--- config.mk ---
export PLATFORM = sky130hd
export DESIGN_NAME = if_fetch
export DESIGN_NICKNAME = d
export VERILOG_FILES = /design/src/rtl/if_fetch_pkg.sv /design/src/rtl/if_btb.sv /design/src/rtl/if_fetch.sv
export SDC_FILE = /design/constraint.sdc
export NUM_CORES = 1
export LEC_CHECK = 0
export BUFFER_PORTS_ARGS = -buffer_cell sky130_fd_sc_hd__buf_2
export CAP_MARGIN = 20
export CORE_MARGIN = 2
export CORE_UTILIZATION = 48
export CTS_BUF_LIST = sky130_fd_sc_hd__clkbuf_4 sky130_fd_sc_hd__clkbuf_8 sky130_fd_sc_hd__clkbuf_16
export CTS_CLUSTER_SIZE = 40
export DETAILED_ROUTE_END_ITERATION = 7
export MAX_ROUTING_LAYER = met4
export PLACE_DENSITY = 0.95
export SETUP_SLACK_MARGIN = 0.5
export SLEW_MARGIN = 10
export SYNTH_ARGS = -nofsm -noshare
export SYNTH_HDL_FRONTEND = slang
export SYNTH_SLANG_ARGS = --single-unit
--- constraint.sdc ---
create_clock -name clk -period 6.3 [get_ports clk]
set_clock_uncertainty 0.15 [all_clocks]
set_input_delay 0.315 -clock clk [delete_from_list [all_inputs] [get_ports clk]]
set_output_delay 0.315 -clock clk [all_outputs]
set_load 0.005 [all_outputs]
--- src/rtl/if_fetch_pkg.sv ---
// Shared fetch-stage definitions: widths, stall/flush levels and IF state encodings.
// Consumed by if_fetch and by the optional BPRED_EN branch predictor (if_btb).
package if_fetch_pkg;

  localparam int AddrLen       = 32;
  localparam int InstLen       = 32;
  localparam int PipelineDepth = 6;

  localparam logic StallEnable  = 1'b1;
  localparam logic StallDisable = 1'b0;
  localparam logic FlushEnable  = 1'b1;
  localparam logic FlushDisable = 1'b0;

  localparam logic [AddrLen-1:0] ZERO_WORD = '0;

  typedef enum logic [1:0] {
    IF_IDLE  = 2'd0,
    IF_FETCH = 2'd1,
    IF_HOLD  = 2'd2
  } if_state_t;

  function automatic logic [AddrLen-1:0] word_align(input logic [AddrLen-1:0] a);
    return {a[AddrLen-1:2], 2'b00};
  endfunction

endpackage

--- src/rtl/if_btb.sv ---
// Direct-mapped branch target buffer with 2-bit saturating counters.
// Only instantiated when BPRED_EN is defined; lookup reads pre-update contents.
module if_btb
  import if_fetch_pkg::*;
#(
  parameter int ENTRIES = 16
) (
  input  logic               clk,
  input  logic               rst,
  input  logic [AddrLen-1:0] lookup_pc,
  output logic [AddrLen-1:0] pred,
  input  logic               upd_valid,
  input  logic [AddrLen-1:0] upd_pc,
  input  logic [AddrLen-1:0] upd_target,
  input  logic               upd_taken
);

  localparam int IW = $clog2(ENTRIES);
  localparam int TW = AddrLen - 2 - IW;

  logic [ENTRIES-1:0] valid;
  logic [TW-1:0]      tag    [ENTRIES];
  logic [AddrLen-1:0] target [ENTRIES];
  logic [1:0]         ctr    [ENTRIES];

  logic [IW-1:0] l_idx, u_idx;
  logic [TW-1:0] l_tag, u_tag;
  logic          l_hit, u_hit;
  logic          unused_ok;

  assign l_idx = lookup_pc[2+IW-1:2];
  assign l_tag = lookup_pc[AddrLen-1:2+IW];
  assign u_idx = upd_pc[2+IW-1:2];
  assign u_tag = upd_pc[AddrLen-1:2+IW];
  assign l_hit = valid[l_idx] && (tag[l_idx] == l_tag);
  assign u_hit = valid[u_idx] && (tag[u_idx] == u_tag);

  // counter >= 2 means predict taken
  assign pred = (l_hit && ctr[l_idx][1]) ? target[l_idx] : lookup_pc + 32'd4;

  assign unused_ok = ^{lookup_pc[1:0], upd_pc[1:0]};

  always_ff @(posedge clk or negedge rst) begin
    if (!rst) begin
      for (int i = 0; i < ENTRIES; i++) begin
        valid[i]  <= 1'b0;
        tag[i]    <= '0;
        target[i] <= '0;
        ctr[i]    <= 2'b01;
      end
    end else if (upd_valid) begin
      if (u_hit) begin
        if (upd_taken) begin
          if (ctr[u_idx] != 2'd3) ctr[u_idx] <= ctr[u_idx] + 2'd1;
          target[u_idx] <= upd_target;
        end else if (ctr[u_idx] != 2'd0) begin
          ctr[u_idx] <= ctr[u_idx] - 2'd1;
        end
      end else if (upd_taken) begin
        valid[u_idx]  <= 1'b1;
        tag[u_idx]    <= u_tag;
        target[u_idx] <= upd_target;
        ctr[u_idx]    <= 2'd2;
      end
    end
  end

endmodule

--- src/rtl/if_fetch.sv ---
// Instruction fetch: byte-serial fetch of one word, little-endian assembly, hold for IF/ID.
// Define BPRED_EN to predict the next PC from a BTB (if_btb); otherwise pred = pc + 4.
//
// state    | meaning
// IF_IDLE  | one-cycle gap, mem_req low; cancels any in-flight access
// IF_FETCH | mem_req high, collecting 4 bytes
// IF_HOLD  | instruction presented to IF/ID until stall[0] drops
module if_fetch
  import if_fetch_pkg::*;
#(
  parameter logic [AddrLen-1:0] RESET_PC    = 32'h0000_0000,
  parameter int                 BTB_ENTRIES = 16
) (
  input  logic                     clk,
  input  logic                     rst,
  input  logic [PipelineDepth-1:0] stall,
  input  logic                     flush,
  input  logic [AddrLen-1:0]       branch_target,
  output logic                     mem_req,
  output logic [AddrLen-1:0]       mem_addr,
  input  logic [7:0]               mem_byte,
  input  logic                     mem_byte_valid,
  output logic [AddrLen-1:0]       if_pc,
  output logic [InstLen-1:0]       if_inst,
  output logic [AddrLen-1:0]       if_prediction,
  output logic                     if_stall_req,
  input  logic                     upd_valid,
  input  logic [AddrLen-1:0]       upd_pc,
  input  logic [AddrLen-1:0]       upd_target,
  input  logic                     upd_taken
);

  if_state_t          state, state_nxt;
  logic [AddrLen-1:0] pc, pred;
  logic [1:0]         cnt;
  logic [InstLen-1:0] ibuf;
  logic               advance, capture;
  logic               unused_ok;

  assign advance  = (state == IF_HOLD) && (stall[0] == StallDisable);
  assign capture  = (state == IF_FETCH) && mem_byte_valid;
  assign mem_addr = pc;

`ifdef BPRED_EN
  if_btb #(.ENTRIES(BTB_ENTRIES)) u_btb (
    .clk        (clk),
    .rst        (rst),
    .lookup_pc  (pc),
    .pred       (pred),
    .upd_valid  (upd_valid),
    .upd_pc     (upd_pc),
    .upd_target (upd_target),
    .upd_taken  (upd_taken)
  );
  assign unused_ok = ^{stall[PipelineDepth-1:1], branch_target[1:0]};
`else
  assign pred      = pc + 32'd4;
  assign unused_ok = ^{stall[PipelineDepth-1:1], branch_target[1:0],
                       upd_valid, upd_pc, upd_target, upd_taken};
`endif

  always_ff @(posedge clk or negedge rst) begin
    if (!rst) state <= IF_IDLE;
    else      state <= state_nxt;
  end

  always_comb begin
    state_nxt = state;
    if (flush == FlushEnable) begin
      state_nxt = IF_IDLE;
    end else begin
      case (state)
        IF_IDLE:  state_nxt = IF_FETCH;
        IF_FETCH: if (capture && cnt == 2'd3) state_nxt = IF_HOLD;
        IF_HOLD:  if (advance) state_nxt = IF_IDLE;
        default:  state_nxt = IF_IDLE;
      endcase
    end
  end

  always_ff @(posedge clk or negedge rst) begin
    if (!rst) begin
      pc   <= word_align(RESET_PC);
      cnt  <= 2'd0;
      ibuf <= ZERO_WORD;
    end else if (flush == FlushEnable) begin
      pc  <= word_align(branch_target);
      cnt <= 2'd0;
    end else begin
      if (state == IF_IDLE) cnt <= 2'd0;
      if (capture) begin
        for (int i = 0; i < 4; i++)
          if (cnt == i[1:0]) ibuf[8*i +: 8] <= mem_byte;
        cnt <= cnt + 2'd1;
      end
      if (advance) pc <= word_align(pred);
    end
  end

  always_comb begin
    mem_req       = 1'b0;
    if_stall_req  = 1'b1;
    if_pc         = ZERO_WORD;
    if_inst       = ZERO_WORD;
    if_prediction = ZERO_WORD;
    case (state)
      IF_FETCH: mem_req = 1'b1;
      IF_HOLD: begin
        if_stall_req  = 1'b0;
        if_pc         = pc;
        if_inst       = ibuf;
        if_prediction = pred;
      end
      default: ;
    endcase
  end

endmodule
## Word level (Yosys, flattened, before mapping)

Index checks and enable logic that the tools add are counted.

| word-level totals | value |
|---|---|
| flip-flop bits (word level) | 68 |
| output and inout port bits | 130 |

| cells by class | value |
|---|---|
| muxes and demuxes | 14 |
| reduce and logical (&&, ||, !) cells | 12 |
| bitwise gates (word level) | 2 |
| eq/ne operators | 7 |
| $add $sub $neg | 2 |

Operator list:

| operator | count |
|---|---|
| $mux W32 | 5 |
| $add A32 B3 Y32 const B | 1 |
| $mux W2 | 6 |
| $reduce_and A3 Y1 | 4 |
| $eq A2 B2 Y1 const B | 3 |
| $pmux W2 S3 | 1 |
| $eq A2 B1 Y1 const B | 2 |
| $logic_not A2 Y1 | 2 |
| $logic_and A1 B1 Y1 | 3 |
| $ne A3 B2 Y1 const B | 1 |
| $ne A3 B3 Y1 const B | 1 |
| $reduce_bool A3 Y1 | 1 |
| $add A2 B1 Y2 const B | 1 |
| $mux W1 | 2 |
| $not A1 Y1 | 2 |
| $reduce_and A2 Y1 | 1 |
| $reduce_bool A2 Y1 | 1 |

## Logic depth before layout (Yosys ltp)

Gate-level depths: netlist of run 1.

| depth | value |
|---|---|
| depth in word-level cells | 6 |
| gate-level depth with buffers | 7 |

## Worst setup path before layout of run 1

Ideal clock, no wire load.

| path | value |
|---|---|
| path kind | flip-flop to output port |
| start point | register pc[2] (netlist: mem_addr[2]) |
| end point | output if_prediction[20] |
| buffers on the path | 2 |
| setup slack | 3.718 ns |
| arrival time | 2.117 ns |
| stages on the path, launching flop included | 8 |
| cell sequence | dfrtp_1 -> ha_1 -> nand3_1 -> or4_1 -> clkbuf_1 -> buf_2 -> or3_1 -> a21oi_1 |

| between the ends | value |
|---|---|
| longest elaborated chain between the ends | 2 |

Ends and longest elaborated chain:

| element | RTL line | text |
|---|---|---|
| from (decl) | if_fetch.sv:34 | `logic [AddrLen-1:0] pc, pred;` |
| from (signal assigned) | if_fetch.sv:83 | `pc <= word_align(RESET_PC);` |
| from (signal assigned) | if_fetch.sv:87 | `pc <= word_align(branch_target);` |
| from (signal assigned) | if_fetch.sv:96 | `if (advance) pc <= word_align(pred);` |
| $add A32 B3 Y32 | if_fetch.sv:57 | `assign pred = pc + 32'd4;` |
| $mux W32 | if_fetch.sv:106 | `case (state)` |
| to (decl) | if_fetch.sv:25 | `output logic [AddrLen-1:0] if_prediction,` |

No other way between the ends.

## Final worst setup path of run 1

| path | value |
|---|---|
| start point | register pc[2] (netlist: mem_addr[2]) |
| end point | output if_prediction[30] |

The elaborated chain is that of the path after synthesis.

==> impl_metrics.yaml, run 1 <==
outcome:
  run_status: "complete, but fails checks"
  violated_checks: "hold timing"
detailed_routing:
  drt-total-wl_um: 13000
  route.detailed.drc: 0
  drt_iter0_markers: 293
  number_of_iterations_in_the_first_detailed_routing_pass: 5
  antenna_left: 0
  detail_route.vias_per_cell: 5.86
  average_wire_per_cell_in_the_routed_design_um: 17.5
  dr_total_vias: 4328
power_and_ir_drop:
  p_per_area_nw_per_um2: 203
  power.ir.vdd_worst_mv: 0.171
  leakage_uw: 0.00257
timing:
  grt_setup_unrepaired: "no"
  timing_hold_violations_final: 4
  hold-worst-slack_ps: -4.45
  min_period_over_period_pct: 60.5
  fin_tns_setup_ps: 0
  setup_viol: 0
  finalMaxSlewViolations: 0
  tightestPinTransition_ps: 1040
  finalWorstPathRequiredPeriod_ps: 3810
  timing.final.ws_setup_ps: 2490
  slew_headroom_pct: 30.3
  fmaxAchievable_mhz: 262
setup_path:
  critical_path_arrival_ps: 3340
  r2r-start: "mem_addr[2]"
  crit_end: "if_prediction[30]"
  worstSetupStartpointType: "register"
  cpPeakStageDelay_ps: 930
  data_required_time_at_the_worst_endpoint_ps: 5830
  crit_path_start: "mem_addr[2]"
  worst_r2r_endpoint: "mem_addr[26]"
  critical_path_peak_fanout: 16
  rrSetupSlack_ps: 3190
  crit_chain: "ha_1, nand3_1, or4_1, or4_1, a21oi_1, buf_2"
  logic_depth_of_the_worst_register_to_register_path: 5
  setup.worst_path.class: "register to output port"
  cell_with_the_biggest_individual_delay_on_the_critical_path: "or4_1"
  end_kind: "output port"
  top_cell_by_count_worst_path: "or4_1"
job:
  cap_viol_max_count: 0
floorplan:
  boundaryPins: 246
  fp.dieW_um: 98.6
  die-area_um2: 9730
  fp-row-count: 34
  die_y_um: 98.6
  fp.coreArea_um2: 8720
  floorplan.initialDensity_pct: 49.3
finish:
  n_antenna_cell: 0
  stdcell_area_um2: 5350
  finish.utilization_pct: 61.3
  final_layout_size_suffix_gt1_share_pct: 35.4
  final_net_count: 746
  syn_to_final_growth_pct: 24.4
place:
  placement.io_buffers: 166
  place_congestion: 0.847
  placed_cell_area_um2: 5100
  dpl_worst_slack_ps: 2900
  dpl.hpwl_um: 9000
logic_synthesis:
  netlist.area_leader.share_pct: 38.4
  post_synth.cell_area_avg_um2: 8.86
  synthMostInstantiatedCell: "dfrtp_1"
  yosys-top-cells-area: "dfrtp_1 38%, mux2_2 9.2%, and2_1 9.0%, or4_1 3.8%, xnor2_1 3.5%"
  synth_warnings: 0
  synth_cell_types: 44
  mappedNetlistArea_um2: 4300
  count_of_flip_flops_with_a_built_in_enable_after_synthesis: 0
  synthTopCellsByCount: "66 x dfrtp_1, 62 x and2_1, 39 x nor2_1"
  cell_type_with_the_largest_total_area_after_synthesis: "dfrtp_1"
  postSynthRegisterBits: 66
  async_flop_share_pct: 100
  synthFlopType: "dfrtp_1"
  seq_area_frac_synth_pct: 38.4
  syn_inst: 485
cts:
  postCtsResizedCells: 0
  clock-sinks: 66
  postCtsSetupRepairBufs: 0
  cts-hold-fix-buffers: 0
  clock_latency_ps: 350
  ctsRootBufferMaster: "clkbuf_8"
  path_clk_slew_ps: 90
  cts-root-to-sink-buffers: 2
  htree_levels: 3
  tritoncts: "yes"
  cts_buf_count: 9
global_routing:
  grt_pass1_wl_um: 20800
  grt_pass1_vias: 4323
  antenna_found_initial: 0
  pin_count_of_the_biggest_net_entering_global_routing: 67
  globalRouteTotalUtil_pct: 27.3
  globalRouteOverflowTotal: 0
worst_hold_path:
  hold_path_class: "input port to async pin"
[kinds of logic (layout without fill, tap and decap cells)]
logic type | after synthesis | in the layout | share of synthesized area [%]
buffers and inverters | 51 | 191 | 5.30
other | 1 | 6 | 0.0872
adders and majority gates | 5 | 5 | 1.46
xor gates and xnor gates | 24 | 24 | 4.89
and+or+nand+nor | 227 | 227 | 29.5
AOI/OAI and AO/OA | 73 | 73 | 10.4
DFF | 66 | 66 | 38.4
muxes | 38 | 38 | 9.92
[placed cells by master, fill, tap and decap left out, types with 9 or more instances in the layout]
master / n
buf_2: 166
dfrtp_1: 66
and2_1: 62
nor2_1: 39
nand2_1: 35
mux2_2: 35
o21ai_0: 25
or4_1: 22
xnor2_1: 17
nand3_1: 15
o31ai_1: 15
a31oi_1: 14
a21oi_1: 12
nor3_1: 11
or3_1: 11
nand4_1: 9
clkbuf_8: 9
[critical path, delay by kind of cell, from the launching register on]
kind | cells | cell delay (ps)
buf+inv | 1 | 150
compound gates | 1 | 170
flops | 1 | 510
simple gates | 3 | 1890
fa+ha+maj | 1 | 260
[layer usage]
layer / up-vias / GRT usage, % / share of wire (%)
met5: - / - / 0
met4: 0 / 10.4 / 1.6
met3: 28 / 5.67 / 7.0
met2: 219 / 44.2 / 50
met1: 2080 / 33.7 / 41
li1: 2001 / - / -
[stage by stage]
| step | power [uW] | std cells |
|---|---|---|
| final | 1090 | 738 |
| after global placement | 650 | 721 |
| after global routing | 1130 | 738 |
| after CTS | 1090 | 737 |
| after floorplan | 597 | 490 |
| after detailed placement | 666 | 721 |
[layout make-up]
cell class,instances,area (um2)
Tap cell,108,135
Multi-Input combinational cell,373,2450
Inverter,7,26.3
Sequential cell,66,1650
Clock inverter,7,106
Timing Repair Buffer,168,858
Clock buffer,9,124
Fill cell,695,3370
[flip-flops by register name, summed over array words and instances (netlist names)]
signal and cells:
cnt 2, ibuf 32, mem_addr 30, state 2
[worst min-delay path by stage]
stage                                  from           end  slack [ps]
final                                   rst      ibuf[14]          -4
after floorplan                         rst        cnt[0]        -130
after global routing      branch_target[21]  mem_addr[21]          20
after CTS                  branch_target[9]   mem_addr[9]           6
after detailed placement            ibuf[0]       ibuf[0]         340
after global placement             ibuf[15]      ibuf[15]         330
[report_power, final]
| group | internal (uW) | leakage (uW) | switching [uW] |
|---|---|---|---|
| Clock | 231 | 0.000117 | 196 |
| Combinational | 67.9 | 0.00163 | 70.1 |
| Sequential | 466 | 0.000823 | 55.2 |
(Power assumes the default switching activity.)
==> inputs of run 2 (changes only) <==
Settings changed: CORE_UTILIZATION 48 to 45, PLACE_DENSITY 0.95 to 0.93.
Clock period 6.3 ns to 3.58 ns, I/O delays scaled along.
==> impl_metrics.yaml, run 2 (same netlist as run 1, synthesis figures left out) <==
detailed_routing:
  drt_iter0_markers: 296
  antenna_left: 0
  dr_total_vias: 4581
  number_of_iterations_in_the_first_detailed_routing_pass: 5
  drt-total-wl_um: 14300
  route.detailed.drc: 0
  average_wire_per_cell_in_the_routed_design_um: 17.8
  detail_route.vias_per_cell: 5.69
finish:
  final_layout_size_suffix_gt1_share_pct: 35.1
  final_instance_count_excl_fillers: 805
  flip_flop_count_of_the_largest_register_after_layout: 32
  mostFrequentLayoutCell: "buf_2"
  largest_register: "ibuf"
  syn_to_final_growth_pct: 35.6
  n_antenna_cell: 0
  final_net_count: 792
  layout.cells.most_common_list: "166 x buf_2, 63 x dfrtp_1, 62 x and2_1, 40 x dlygate4sd3_1, 39 x nor2_1"
outcome:
  run_status: "completed"
global_routing:
  globalRouteOverflowTotal: 0
  grt_pass1_vias: 4361
  grt_pass1_wl_um: 22400
  antenna_found_initial: 0
  globalRouteTotalUtil_pct: 28.5
  pin_count_of_the_biggest_net_entering_global_routing: 63
timing:
  grt_setup_unrepaired: "no"
  timing_hold_violations_final: 0
  finalWorstPathRequiredPeriod_ps: 3000
  tightestPinTransition_ps: 943
  setup_viol: 0
  slew_headroom_pct: 37.1
  min_period_over_period_pct: 83.9
  finalMaxSlewViolations: 0
  fmaxAchievable_mhz: 333
  fin_tns_setup_ps: 0
  timing.final.ws_setup_ps: 576
setup_path:
  critical_path_peak_fanout: 13
  r2r-start: "state[0]"
  worstSetupStartpointType: "register"
  data_required_time_at_the_worst_endpoint_ps: 3250
  logic_depth_of_the_worst_register_to_register_path: 4
  setup.worst_path.class: "register to output port"
  worst_r2r_endpoint: "mem_addr[31]"
  critical_path_arrival_ps: 2680
  rrSetupSlack_ps: 870
  crit_path_start: "mem_addr[2]"
  end_kind: "output port"
worst_hold_path:
  min-delay-start: "stall[0]"
  hold_path_end: "state[1]"
  hold_path_depth: 2
  hold_path_class: "input port to register"
floorplan:
  floorplan.initialDensity_pct: 46.5
  die_y_um: 102
  boundaryPins: 246
  fp.coreArea_um2: 9240
  fp-row-count: 35
  die-area_um2: 10400
  fp.dieW_um: 102
power_and_ir_drop:
  leakage_uw: 0.00277
  power.ir.vdd_worst_mv: 0.248
  p_per_area_nw_per_um2: 336
  power_consumption_uw: 1960
cts:
  path_clk_slew_ps: 80
  clock_latency_ps: 340
  tritoncts: "yes"
  ctsRootBufferMaster: "clkbuf_8"
  cts-root-to-sink-buffers: 2
  htree_levels: 3
  cts_buf_count: 9
  clock-sinks: 66
job:
  cap_viol_max_count: 0
place:
  dpl.hpwl_um: 9310
  dpl_worst_slack_ps: 703
  placement.io_buffers: 166
  placed_instance_count: 747
  place_congestion: 0.856
run 2: changes by cell type in the layout (fill, tap and decap cells not counted), sizes merged:
cell / change
buf: +6
dlygate4sd3: +40
run 2: timing repair:
item / CTS / global route
setup buffers: 0 / 2
endpoints found under the hold margin: 103 / 0
gates cloned: 0 / 0
gates resized for setup: 3 / 5
endpoints found under the setup margin: 9 / 11
hold buffers: 40 / 0
run 2: worst max-delay path, cell delays in order (launching register included):
cell and delay, ps:
dfrtp_2 440, ha_2 230, nand3_1 120, buf_4 220, or4_4 610, or3_1 350, a21oi_1 220, buf_2 150
run 2: layout make-up:
class | instances | area, um2
fillers | 713 | 3410
multi-input cells | 373 | 2460
flip-flops and latches | 66 | 1660
repair buffers | 214 | 1290
well taps | 129 | 161
clock buffers | 9 | 124
clock inverters | 7 | 106
inverters | 7 | 26.3
run 2: worst max path at each step:
stage,to,slack [ps]
after floorplan,if_prediction[20],1130
after global placement,if_prediction[30],740
after detailed placement,if_prediction[30],700
after CTS,if_prediction[30],490
after global routing,if_prediction[30],530
final,if_prediction[18],580
run 2: metal layers:
layer	track usage, %	part of all wire [%]
met2	47.7	51
met1	34.0	39
met5	-	0
met3	6.07	8.0
met4	9.98	2.4
run 2: through the flow:
stage,utilization [%],cell area [um2],hold slack (ps)
after floorplan,-,4320,-267
after global placement,55.9,5160,187
after detailed placement,55.9,5160,209
after CTS,62.8,5800,3.28
after global routing,63.1,5830,31.8
final,63.1,5830,13.5
run 2: where the power goes:
| part | leakage (uW) | total, uW | switching, uW | internal (uW) |
|---|---|---|---|---|
| registers | 0.000820 | 924 | 102 | 822 |
| clock network | 0.000117 | 740 | 335 | 406 |
| logic | 0.00183 | 293 | 140 | 153 |
